--- config.mk ---
export PLATFORM = sky130hd
export DESIGN_NAME = hdmi_sync_decoder_flat
export DESIGN_NICKNAME = d
export VERILOG_FILES = /design/src/rtl/starsoc_video_pkg.sv /design/src/rtl/hdmi_sync_decoder_if.sv /design/src/rtl/hdmi_sync_decoder_edge.sv /design/src/rtl/hdmi_sync_decoder.sv /design/src/flat_wrapper.sv
export SDC_FILE = /design/constraint.sdc
export NUM_CORES = 1
export LEC_CHECK = 0
export CAP_MARGIN = 10
export CORE_MARGIN = 10
export CORE_UTILIZATION = 43
export CTS_CLUSTER_DIAMETER = 150
export CTS_CLUSTER_SIZE = 30
export DETAILED_ROUTE_END_ITERATION = 6
export DONT_BUFFER_PORTS = 1
export PLACE_DENSITY = 0.64
export SETUP_SLACK_MARGIN = 0.3
export SLEW_MARGIN = 25
export SYNTH_ARGS = -nofsm -noshare
export SYNTH_HDL_FRONTEND = slang
export SYNTH_SLANG_ARGS = --single-unit
--- constraint.sdc ---
create_clock -name clk -period 2.5 [get_ports clk]
set_input_delay 0.375 -clock clk [delete_from_list [all_inputs] [get_ports clk]]
set_output_delay 0.375 -clock clk [all_outputs]
set_load 0.02 [all_outputs]
--- src/rtl/starsoc_video_pkg.sv ---
// Shared 640x480 timing constants and sync-recovery state type for the StarSoC display path.
package starsoc_video_pkg;

  localparam int VGA_H_ACTIVE = 640;
  localparam int VGA_H_FP     = 16;
  localparam int VGA_H_SYNC   = 96;
  localparam int VGA_H_BP     = 48;
  localparam int VGA_H_TOTAL  = VGA_H_ACTIVE + VGA_H_FP + VGA_H_SYNC + VGA_H_BP;

  localparam int VGA_V_ACTIVE = 480;
  localparam int VGA_V_FP     = 10;
  localparam int VGA_V_SYNC   = 2;
  localparam int VGA_V_BP     = 33;
  localparam int VGA_V_TOTAL  = VGA_V_ACTIVE + VGA_V_FP + VGA_V_SYNC + VGA_V_BP;

  typedef enum logic [1:0] {SEARCH, ACQUIRE, LOCKED} sync_state_t;

  // 11-bit increment that sticks at all-ones
  function automatic logic [10:0] sat_inc11(input logic [10:0] v);
    return (v == 11'h7FF) ? v : v + 11'd1;
  endfunction

endpackage

--- src/rtl/hdmi_sync_decoder_if.sv ---
// Sync input / recovered-grid output bundle between a video source and hdmi_sync_decoder.
interface hdmi_sync_decoder_if;
  logic        p_tick;
  logic        hsync;
  logic        vsync;
  logic        video_on;
  logic [9:0]  x;
  logic [9:0]  y;
  logic        pix_valid;
  logic        frame_start;
  logic        locked;
  logic        sync_err;
  logic [10:0] h_total_meas;
  logic [10:0] v_total_meas;

  modport master (
    output p_tick, hsync, vsync, video_on,
    input  x, y, pix_valid, frame_start, locked, sync_err, h_total_meas, v_total_meas
  );

  modport slave (
    input  p_tick, hsync, vsync, video_on,
    output x, y, pix_valid, frame_start, locked, sync_err, h_total_meas, v_total_meas
  );
endinterface

--- src/rtl/hdmi_sync_decoder_edge.sv ---
// sync_edge_detect: polarity-normalises one sync line and flags pixel-tick-qualified edges.
module sync_edge_detect #(
  parameter bit POL = 1'b1
) (
  input  logic clk,
  input  logic reset,
  input  logic p_tick,
  input  logic sig_in,
  output logic lvl,
  output logic rise,
  output logic fall
);

  logic prev_q, prev_d;

  always_comb begin
    lvl    = (sig_in == POL);
    prev_d = p_tick ? lvl : prev_q;
    rise   = p_tick & lvl & ~prev_q;
    fall   = p_tick & ~lvl & prev_q;
  end

  always_ff @(posedge clk or posedge reset) begin
    if (reset) prev_q <= 1'b0;
    else       prev_q <= prev_d;
  end

endmodule

--- src/rtl/hdmi_sync_decoder.sv ---
// Sink-side timing recovery: rebuilds x/y from hsync/vsync/video_on and tracks lock to the mode.
// Optional `define TIMING_MEAS_EN exposes the last measured line/frame lengths.
module hdmi_sync_decoder
  import starsoc_video_pkg::*;
#(
  parameter int H_TOTAL  = VGA_H_TOTAL,
  parameter int V_TOTAL  = VGA_V_TOTAL,
  parameter int H_ACTIVE = VGA_H_ACTIVE,
  parameter int V_ACTIVE = VGA_V_ACTIVE,
  parameter bit HS_POL   = 1'b1,
  parameter bit VS_POL   = 1'b1
) (
  input logic               clk,
  input logic               reset,
  hdmi_sync_decoder_if.slave vid
);

  localparam logic [11:0] HT    = 12'(H_TOTAL);
  localparam logic [10:0] VT    = 11'(V_TOTAL);
  localparam logic [9:0]  X_MAX = 10'(H_ACTIVE - 1);
  localparam logic [9:0]  Y_MAX = 10'(V_ACTIVE - 1);
  localparam logic [2:0]  SYNC_POL = {1'b1, VS_POL, HS_POL};

  // [0]=hsync [1]=vsync [2]=video_on
  logic [2:0] sync_in, sync_lvl, sync_rise, sync_fall;
  assign sync_in = {vid.video_on, vid.vsync, vid.hsync};

  for (genvar i = 0; i < 3; i++) begin : g_edge
    sync_edge_detect #(.POL(SYNC_POL[i])) u_edge (
      .clk    (clk),
      .reset  (reset),
      .p_tick (vid.p_tick),
      .sig_in (sync_in[i]),
      .lvl    (sync_lvl[i]),
      .rise   (sync_rise[i]),
      .fall   (sync_fall[i])
    );
  end

  logic tick, hs_edge, vs_edge, vo, vo_rise, vo_fall;
  assign tick    = vid.p_tick;
  assign hs_edge = sync_rise[0];
  assign vs_edge = sync_rise[1];
  assign vo      = sync_lvl[2];
  assign vo_rise = sync_rise[2];
  assign vo_fall = sync_fall[2];

  logic unused_sync;
  assign unused_sync = ^{sync_lvl[1:0], sync_fall[1:0]};

  logic [10:0] hcnt_q, hcnt_d, vcnt_q, vcnt_d, vcnt_inc;
  logic [9:0]  xcnt_q, xcnt_d, ycnt_q, ycnt_d, x_cur;
  logic [9:0]  x_q, x_d, y_q, y_d;
  logic        pix_valid_q, pix_valid_d, frame_start_q, frame_start_d;
  logic        sync_err_q, sync_err_d, locked_q, locked_d;
  logic        skip_q, skip_d;
  sync_state_t state_q, state_d;
  logic [11:0] line_len;
  logic [10:0] frame_len;
  logic        h_bad, v_bad, h_lost;

  always_comb begin
    hcnt_d        = hcnt_q;
    vcnt_d        = vcnt_q;
    xcnt_d        = xcnt_q;
    ycnt_d        = ycnt_q;
    x_d           = x_q;
    y_d           = y_q;
    skip_d        = skip_q;
    state_d       = state_q;
    sync_err_d    = 1'b0;
    locked_d      = (state_q == LOCKED);

    // hsync is applied before vsync, so a coincident edge pair counts the line into F
    line_len  = {1'b0, hcnt_q} + 12'd1;
    vcnt_inc  = sat_inc11(vcnt_q);
    frame_len = hs_edge ? vcnt_inc : vcnt_q;
    x_cur     = vo_rise ? 10'd0 : ((xcnt_q >= X_MAX) ? X_MAX : xcnt_q + 10'd1);

    h_bad  = hs_edge & (line_len != HT);
    v_bad  = vs_edge & (frame_len != VT);
    // next tick would pin hcnt at 2047: hsync has gone missing
    h_lost = tick & ~hs_edge & (hcnt_q == 11'd2046);

    if (tick) begin
      hcnt_d = hs_edge ? 11'd0 : sat_inc11(hcnt_q);
      if (vs_edge)      vcnt_d = 11'd0;
      else if (hs_edge) vcnt_d = vcnt_inc;
      if (vo) begin
        xcnt_d = x_cur;
        x_d    = x_cur;
        y_d    = ycnt_q;
      end
      if (vs_edge)                        ycnt_d = 10'd0;
      else if (vo_fall && ycnt_q < Y_MAX) ycnt_d = ycnt_q + 10'd1;

      unique case (state_q)
        SEARCH: begin
          if (vs_edge) begin
            state_d = ACQUIRE;
            skip_d  = 1'b1;
          end
        end
        ACQUIRE: begin
          // line in flight at entry began before the reference vsync; ignore it
          if (hs_edge) skip_d = 1'b0;
          if ((h_bad && !skip_q) || v_bad) state_d = SEARCH;
          else if (vs_edge)                state_d = LOCKED;
        end
        LOCKED: begin
          if (h_bad || v_bad || h_lost) begin
            state_d    = SEARCH;
            sync_err_d = 1'b1;
          end
        end
        default: state_d = SEARCH;
      endcase
    end

    pix_valid_d   = tick & vo & locked_q;
    frame_start_d = pix_valid_d & (x_cur == 10'd0) & (ycnt_q == 10'd0);
  end

  always_ff @(posedge clk or posedge reset) begin
    if (reset) begin
      hcnt_q        <= '0;
      vcnt_q        <= '0;
      xcnt_q        <= '0;
      ycnt_q        <= '0;
      x_q           <= '0;
      y_q           <= '0;
      pix_valid_q   <= 1'b0;
      frame_start_q <= 1'b0;
      sync_err_q    <= 1'b0;
      locked_q      <= 1'b0;
      skip_q        <= 1'b0;
      state_q       <= SEARCH;
    end else begin
      hcnt_q        <= hcnt_d;
      vcnt_q        <= vcnt_d;
      xcnt_q        <= xcnt_d;
      ycnt_q        <= ycnt_d;
      x_q           <= x_d;
      y_q           <= y_d;
      pix_valid_q   <= pix_valid_d;
      frame_start_q <= frame_start_d;
      sync_err_q    <= sync_err_d;
      locked_q      <= locked_d;
      skip_q        <= skip_d;
      state_q       <= state_d;
    end
  end

  assign vid.x           = x_q;
  assign vid.y           = y_q;
  assign vid.pix_valid   = pix_valid_q;
  assign vid.frame_start = frame_start_q;
  assign vid.sync_err    = sync_err_q;
  assign vid.locked      = locked_q;

`ifdef TIMING_MEAS_EN
  logic [10:0] h_meas_q, h_meas_d, v_meas_q, v_meas_d;

  always_comb begin
    h_meas_d = h_meas_q;
    v_meas_d = v_meas_q;
    if (hs_edge) h_meas_d = line_len[11] ? 11'h7FF : line_len[10:0];
    if (vs_edge) v_meas_d = frame_len;
  end

  always_ff @(posedge clk or posedge reset) begin
    if (reset) begin
      h_meas_q <= '0;
      v_meas_q <= '0;
    end else begin
      h_meas_q <= h_meas_d;
      v_meas_q <= v_meas_d;
    end
  end

  assign vid.h_total_meas = h_meas_q;
  assign vid.v_total_meas = v_meas_q;
`else
  assign vid.h_total_meas = '0;
  assign vid.v_total_meas = '0;
`endif

endmodule

--- src/flat_wrapper.sv ---
// flat-port wrapper written by rule: the top's interface ports become plain ports
module hdmi_sync_decoder_flat import starsoc_video_pkg::*;
#(
  parameter int H_TOTAL  = VGA_H_TOTAL,
  parameter int V_TOTAL  = VGA_V_TOTAL,
  parameter int H_ACTIVE = VGA_H_ACTIVE,
  parameter int V_ACTIVE = VGA_V_ACTIVE,
  parameter bit HS_POL   = 1'b1,
  parameter bit VS_POL   = 1'b1
)
  (clk, reset, vid_p_tick, vid_hsync, vid_vsync, vid_video_on, vid_x, vid_y, vid_pix_valid, vid_frame_start, vid_locked, vid_sync_err, vid_h_total_meas, vid_v_total_meas);
  hdmi_sync_decoder_if vid_i ();
  input logic clk;
  input logic reset;
  input wire logic [$bits(vid_i.p_tick)-1:0] vid_p_tick;
  input wire logic [$bits(vid_i.hsync)-1:0] vid_hsync;
  input wire logic [$bits(vid_i.vsync)-1:0] vid_vsync;
  input wire logic [$bits(vid_i.video_on)-1:0] vid_video_on;
  output wire logic [$bits(vid_i.x)-1:0] vid_x;
  output wire logic [$bits(vid_i.y)-1:0] vid_y;
  output wire logic [$bits(vid_i.pix_valid)-1:0] vid_pix_valid;
  output wire logic [$bits(vid_i.frame_start)-1:0] vid_frame_start;
  output wire logic [$bits(vid_i.locked)-1:0] vid_locked;
  output wire logic [$bits(vid_i.sync_err)-1:0] vid_sync_err;
  output wire logic [$bits(vid_i.h_total_meas)-1:0] vid_h_total_meas;
  output wire logic [$bits(vid_i.v_total_meas)-1:0] vid_v_total_meas;
  assign vid_i.p_tick = vid_p_tick;
  assign vid_i.hsync = vid_hsync;
  assign vid_i.vsync = vid_vsync;
  assign vid_i.video_on = vid_video_on;
  assign vid_x = vid_i.x;
  assign vid_y = vid_i.y;
  assign vid_pix_valid = vid_i.pix_valid;
  assign vid_frame_start = vid_i.frame_start;
  assign vid_locked = vid_i.locked;
  assign vid_sync_err = vid_i.sync_err;
  assign vid_h_total_meas = vid_i.h_total_meas;
  assign vid_v_total_meas = vid_i.v_total_meas;
  hdmi_sync_decoder #(.H_TOTAL(H_TOTAL), .V_TOTAL(V_TOTAL), .H_ACTIVE(H_ACTIVE), .V_ACTIVE(V_ACTIVE), .HS_POL(HS_POL), .VS_POL(VS_POL)) u_core (.clk(clk), .reset(reset), .vid(vid_i));
endmodule
* After elaboration in Yosys (flattened, before gate mapping)
Cells that the tools add are included.
Storage, ports and cells: register bits after elaboration 62, bits in latches 0, bits in writable memories 0, bits in read-only memories 0, input bits 6, logic and storage cells 89, memories kept 0
Operators by class: add/sub/neg operators 5, multipliers 0, div/mod/pow operators 0, $lt $le $gt $ge 2, equality and inequality tests 12, shift-type cells 0, multiplexer cells 20, bitwise logic cells 20, reduce and logical (&&, ||, !) cells 16
Operators by type and width (count):
- two-way mux 11 bit | 5
- two-way mux 10 bit | 4
- == test 11 bit (second input constant) | 3
- adder 11 x 1 -> 11 bit (second input constant) | 2
- adder 10 x 1 -> 10 bit (second input constant) | 2
- zero test 10 bit | 2
- bitwise AND 1 bit | 15
- adder 11 x 1 -> 12 bit (second input constant) | 1
- != test 12 x 10 -> 1 bit (second input constant) | 1
- != test 11 x 10 -> 1 bit (second input constant) | 1
- greater-or-equal comparator 10 bit (second input constant) | 1
- < comparator 10 x 9 -> 1 bit (second input constant) | 1
- two-way mux 2 bit | 4
- AND reduction 4 bit | 2
- != test 2 x 1 -> 1 bit (second input constant) | 3
- one-hot mux 2 bit (3 select lines) | 1
- AND reduction 2 bit | 3
- two-way mux 1 bit | 5
- inverter 1 bit | 5
- nonzero test 2 bit | 2
- logical OR 1 bit | 3
- != test 3 x 1 -> 1 bit (second input constant) | 1
- == test 2 x 1 -> 1 bit (second input constant) | 1
- == test 2 bit (second input constant) | 1
- other kinds (5) | 6

* Depth between registers and ports, before layout
depth after elaboration 10, gate-level depth with buffers 9, depth with buffers taken out 8

* Modules after synthesis
A second synthesis with hierarchy kept.
Unflattened totals: cell total of the unflattened synthesis 418, area total of the unflattened synthesis 3786.1 um2
By module, submodules not included:
- hdmi_sync_decoder | instances 1, cells each 400, area an instance 3572.2 um2
- sync_edge_detect | instances 3, cells each 6, area an instance 71.3 um2

* Least setup slack after synthesis
OpenSTA, ideal clock, no wires.
path kind register to register, start reg u_core.vcnt_q[0], end reg u_core.sync_err_q, in the netlist u_core.vid.sync_err, setup time 0.138 ns, arrival 2.015 ns, data required time 2.362 ns, path slack 0.347 ns, cell stages (with the launch flop) 9, period minus slack after synthesis 2.153 ns, path through dfrtp_1 > ha_1 > nand3_1 > or2_2 > nor2_1 > xor2_1 > or4_1 > o31ai_2 > a31oi_1
On the way: word-level cells in the longest chain between the ends 10
Ends and longest elaborated chain:
- start: declaration | line hdmi_sync_decoder.sv:51 | logic [10:0] hcnt_q, hcnt_d, vcnt_q, vcnt_d, vcnt_inc;
- start signal: assignment | line hdmi_sync_decoder.sv:140 | vcnt_q <= vcnt_d;
- adder 11 x 1 -> 11 bit or == test 11 bit (tied branches) | line starsoc_video_pkg.sv:20 | return (v == 11'h7FF) ? v : v + 11'd1;
- two-way mux 11 bit | line starsoc_video_pkg.sv:20
- two-way mux 11 bit (*) | line hdmi_sync_decoder.sv:77 | frame_len = hs_edge ? vcnt_inc : vcnt_q;
- != test 11 x 10 -> 1 bit (*) | line hdmi_sync_decoder.sv:81 | v_bad = vs_edge & (frame_len != VT);
- bitwise AND 1 bit (*) | line hdmi_sync_decoder.sv:81
- logical OR 1 bit (*) (2 in a row) | line hdmi_sync_decoder.sv:111 | if (h_bad || v_bad || h_lost) begin
- two-way mux 1 bit (*) | line hdmi_sync_decoder.sv:111
- two-way mux 1 bit (*) | line hdmi_sync_decoder.sv:97 | unique case (state_q)
- two-way mux 1 bit (*) | line hdmi_sync_decoder.sv:85 | if (tick) begin
- named net u_core.sync_err_d | line hdmi_sync_decoder.sv:55 | logic sync_err_q, sync_err_d, locked_q, locked_d;
- end signal: assignment | line hdmi_sync_decoder.sv:147 | sync_err_q <= sync_err_d;
- end: declaration | line hdmi_sync_decoder.sv:55
The timed path passes the listed nets; every way through them passes the cells marked *. A chain may end at the register's enable or synchronous reset.

* Final worst setup path
start reg u_core.vcnt_q[8], end reg u_core.sync_err_q, in the netlist u_core.vid.sync_err
Same word-level chain as after synthesis.

==> flow_metrics.py <==
metrics = {
    "timing": {
        "holdWs_ps": 124,
        "max_freq_mhz": 468,
        "final-hold-violation-count": 0,
        "setup_violations": 0,
        "slew_headroom_pct": 45.4,
        "rsz0062_at_grt": "yes",
        "min_period_over_period_pct": 85.5,
        "fin_worst_skew_ps": 8.49,
        "fin_ws_ps": 363,
        "fin_crit_ps": 2140,
        "finalMaxSlewViolations": 0,
        "worst_pin_slew_ps": 817,
        "setup_tns_ps": 0,
    },
    "cells_and_area": {
        "fin_util_pct": 49.8,
        "stdcell_area_mm2": 0.00388,
        "final_cells": 520,
        "synthToLayoutAreaGrowth_pct": 11.4,
        "nets": 425,
        "n_antenna_cell": 0,
        "drive_gt1_share_pct": 11.7,
    },
    "place": {
        "dp_hpwl_um": 5330,
        "port_buffers": 0,
        "gp_congestion": 0.849,
        "post-place-cells": 496,
        "placed_cell_area_mm2": 0.00354,
        "place_ws_ps": 196,
    },
    "cts": {
        "clock-sinks": 62,
        "numCtsBuffers": 9,
        "cts_tree": "yes",
        "htree_levels": 3,
        "clock_tree.buffer_depth": 2,
        "clk_pin_slew_ps": 70,
        "insertion_delay_ps": 350,
        "cts-root-buf": "clkbuf_8",
    },
    "synthesis": {
        "synth-seq-area-share_pct": 44.5,
        "synth-main-ff-cell": "dfrtp_1",
        "ys_ff_latch": 62,
        "netlist-cell-type-count": 52,
        "syn_avg_cell_area_um2": 8.63,
        "synth_top_area_share_pct": 44.5,
        "yosysWarningCount": 0,
        "synth_xor_area_share_pct": 5.27,
        "syn_inst": 404,
        "async_reset_ff_share_pct": 100,
        "synth_fa_ha_area_share_pct": 2.15,
        "synth_common_cells": "62 x dfrtp_1, 54 x nand2_1, 51 x nor2_1",
        "synth-simple-area-share_pct": 25.3,
        "synth_top_family_by_area": "simple AND/OR/NAND/NOR gates",
        "synth_edf_count": 0,
        "synth_area_leader_cell": "dfrtp_1",
        "synth.area.top_cells": "dfrtp_1 44%, nand2_1 5.8%, nor2_1 5.5%",
        "yosysMostFrequentCell": "dfrtp_1",
        "synth-compound-area-share_pct": 13.4,
        "netlist_area_mm2": 0.00349,
        "synthMuxAreaShare_pct": 1.18,
    },
    "critical_path": {
        "r2r_setup_slack_ps": 360,
        "cp.required_ps": 2710,
        "crit_fanout": 7,
        "start_kind": "flop",
        "critPathKind": "reg -> reg",
        "worstSetupEndpointType": "flop",
        "worst_ep_arrival_time_ps": 2350,
    },
    "routing": {
        "num_vias": 2792,
        "ant_nets": 0,
        "wirelength_um": 7850,
        "firstDrtPassIters": 4,
        "wl_per_cell_um": 15.1,
        "drt-initial-drc-count": 97,
        "avgViaCountPerCell": 5.37,
        "drc": 0,
    },
    "floorplan": {
        "die_w_um": 110,
        "start_util_pct": 44.7,
        "ioPinCount": 52,
        "fp-row-count": 32,
        "core_area_mm2": 0.00781,
        "die_h_um": 110,
        "die_area_mm2": 0.0121,
    },
    "hold_path": {
        "hold_path_class": "in -> reg",
    },
    "outcome": {
        "status": "complete, no violations",
    },
    "flow_run": {
        "drv_cap": 0,
    },
    "global_routing": {
        "busiest_layer": "met2",
        "met2_usage_pct": 20.3,
        "antenna_found_initial": 0,
        "met1_usage_pct": 16.0,
        "grt_usage_pct": 13.1,
        "grt_pass1_wl_um": 12800,
        "met3_usage_pct": 5.51,
        "grt_pass1_vias": 2660,
        "grt_max_degree": 63,
        "overflow": 0,
    },
    "pwr": {
        "power.density_mw_per_mm2": 701,
        "vdd_drop_max_uv": 497,
        "leakage_nw": 1.76,
        "power.total_mw": 2.72,
    },
}
[logic make-up after synthesis]
family,after synthesis
simple gates,184
compound gates,73
flops,62
buf+inv,53
xor+xnor,21
fa+ha+maj,6
mux,4
other cells,1
[path summary, 6_finish.rpt]
| check | from | endpoint | depth (start not counted) |
|---|---|---|---|
| setup / recovery | u_core.vcnt_q[8] | u_core.vid.sync_err | 7 |
| hold / removal | vid_p_tick | u_core.state_q[0] | 1 |
| setup reg to reg | u_core.vcnt_q[8] | u_core.vid.sync_err | 7 |
| hold reg to reg | u_core.g_edge[0].u_edge.prev_q | u_core.g_edge[0].u_edge.prev_q | 1 |
| max in group asynchronous | reset | u_core.ycnt_q[5] | 3 |
| min in group asynchronous | reset | u_core.hcnt_q[6] | 3 |
[flip-flops by register name, indices dropped and copies added, names as in the netlist]
| register | count |
|---|---|
| u_core.g_edge.u_edge.prev_q | 3 |
| u_core.hcnt_q | 11 |
| u_core.skip_q | 1 |
| u_core.state_q | 2 |
| u_core.vcnt_q | 11 |
| u_core.vid.frame_start | 1 |
| u_core.vid.locked | 1 |
| u_core.vid.pix_valid | 1 |
| u_core.vid.sync_err | 1 |
| u_core.vid.x | 10 |
| u_core.vid.y | 10 |
| u_core.ycnt_q | 10 |
[layer usage]
metal / wire [um] / vias to the layer above
li1: - / 1383
met1: 3550 / 1349
met3: 545 / 8
met2: 3670 / 52
met4: 87 / 0
met5: 0 / -
[layout make-up]
class	instances	area [um2]
clock inverter	5	56.3
inverter	13	48.8
timing repair buffer	17	150
sequential	62	1550
fill	739	3920
tap	102	128
clock buffer	11	151
multi-input combinational	310	1800
[layout by cell type (no fill, tap or decap), types with 3 or more instances in the layout]
master | netlist | routed
nand4_1 | 10 | 10
o22a_1 | 3 | 3
nor3_1 | 12 | 11
buf_4 | 22 | 13
a21oi_1 | 15 | 15
nand3_2 | 0 | 3
xor2_1 | 10 | 10
and4_1 | 3 | 3
and3_1 | 10 | 10
nand2_1 | 54 | 54
dfrtp_1 | 62 | 61
inv_1 | 13 | 12
o21ai_0 | 21 | 20
and2_1 | 5 | 5
mux2i_1 | 3 | 3
a31oi_1 | 9 | 9
nand3_1 | 18 | 15
nor2_1 | 51 | 50
ha_1 | 6 | 4
clkbuf_8 | 0 | 11
xnor2_1 | 11 | 11
conb_1 | 1 | 22
a211oi_1 | 4 | 4
or3_1 | 3 | 3
[critical path, stage by stage, from the launching register on]
cell     delay, ps
dfrtp_1        440
nand4_1        160
nor2_2         160
a21oi_1         90
or2_2          320
or4_4          530
o31ai_4        200
a31oi_1        110
[timing repair]
| item | 4_1_cts | 5_1_grt |
|---|---|---|
| pin swaps | 2 | 5 |
| setup buffers | 3 | 4 |
| endpoints found under the hold margin | 62 | 0 |
| setup endpoints to repair | 3 | 4 |
| resized for setup | 8 | 9 |
| hold buffers | 1 | 0 |
[where the power goes]
part           internal [mW]  switching (mW)  leakage (nW)
logic                  0.230           0.304         0.813
registers               1.11           0.152         0.841
clock network          0.515           0.412         0.106
total                   1.85           0.869          1.76
Note: power is estimated with default switching activity, not from simulation.
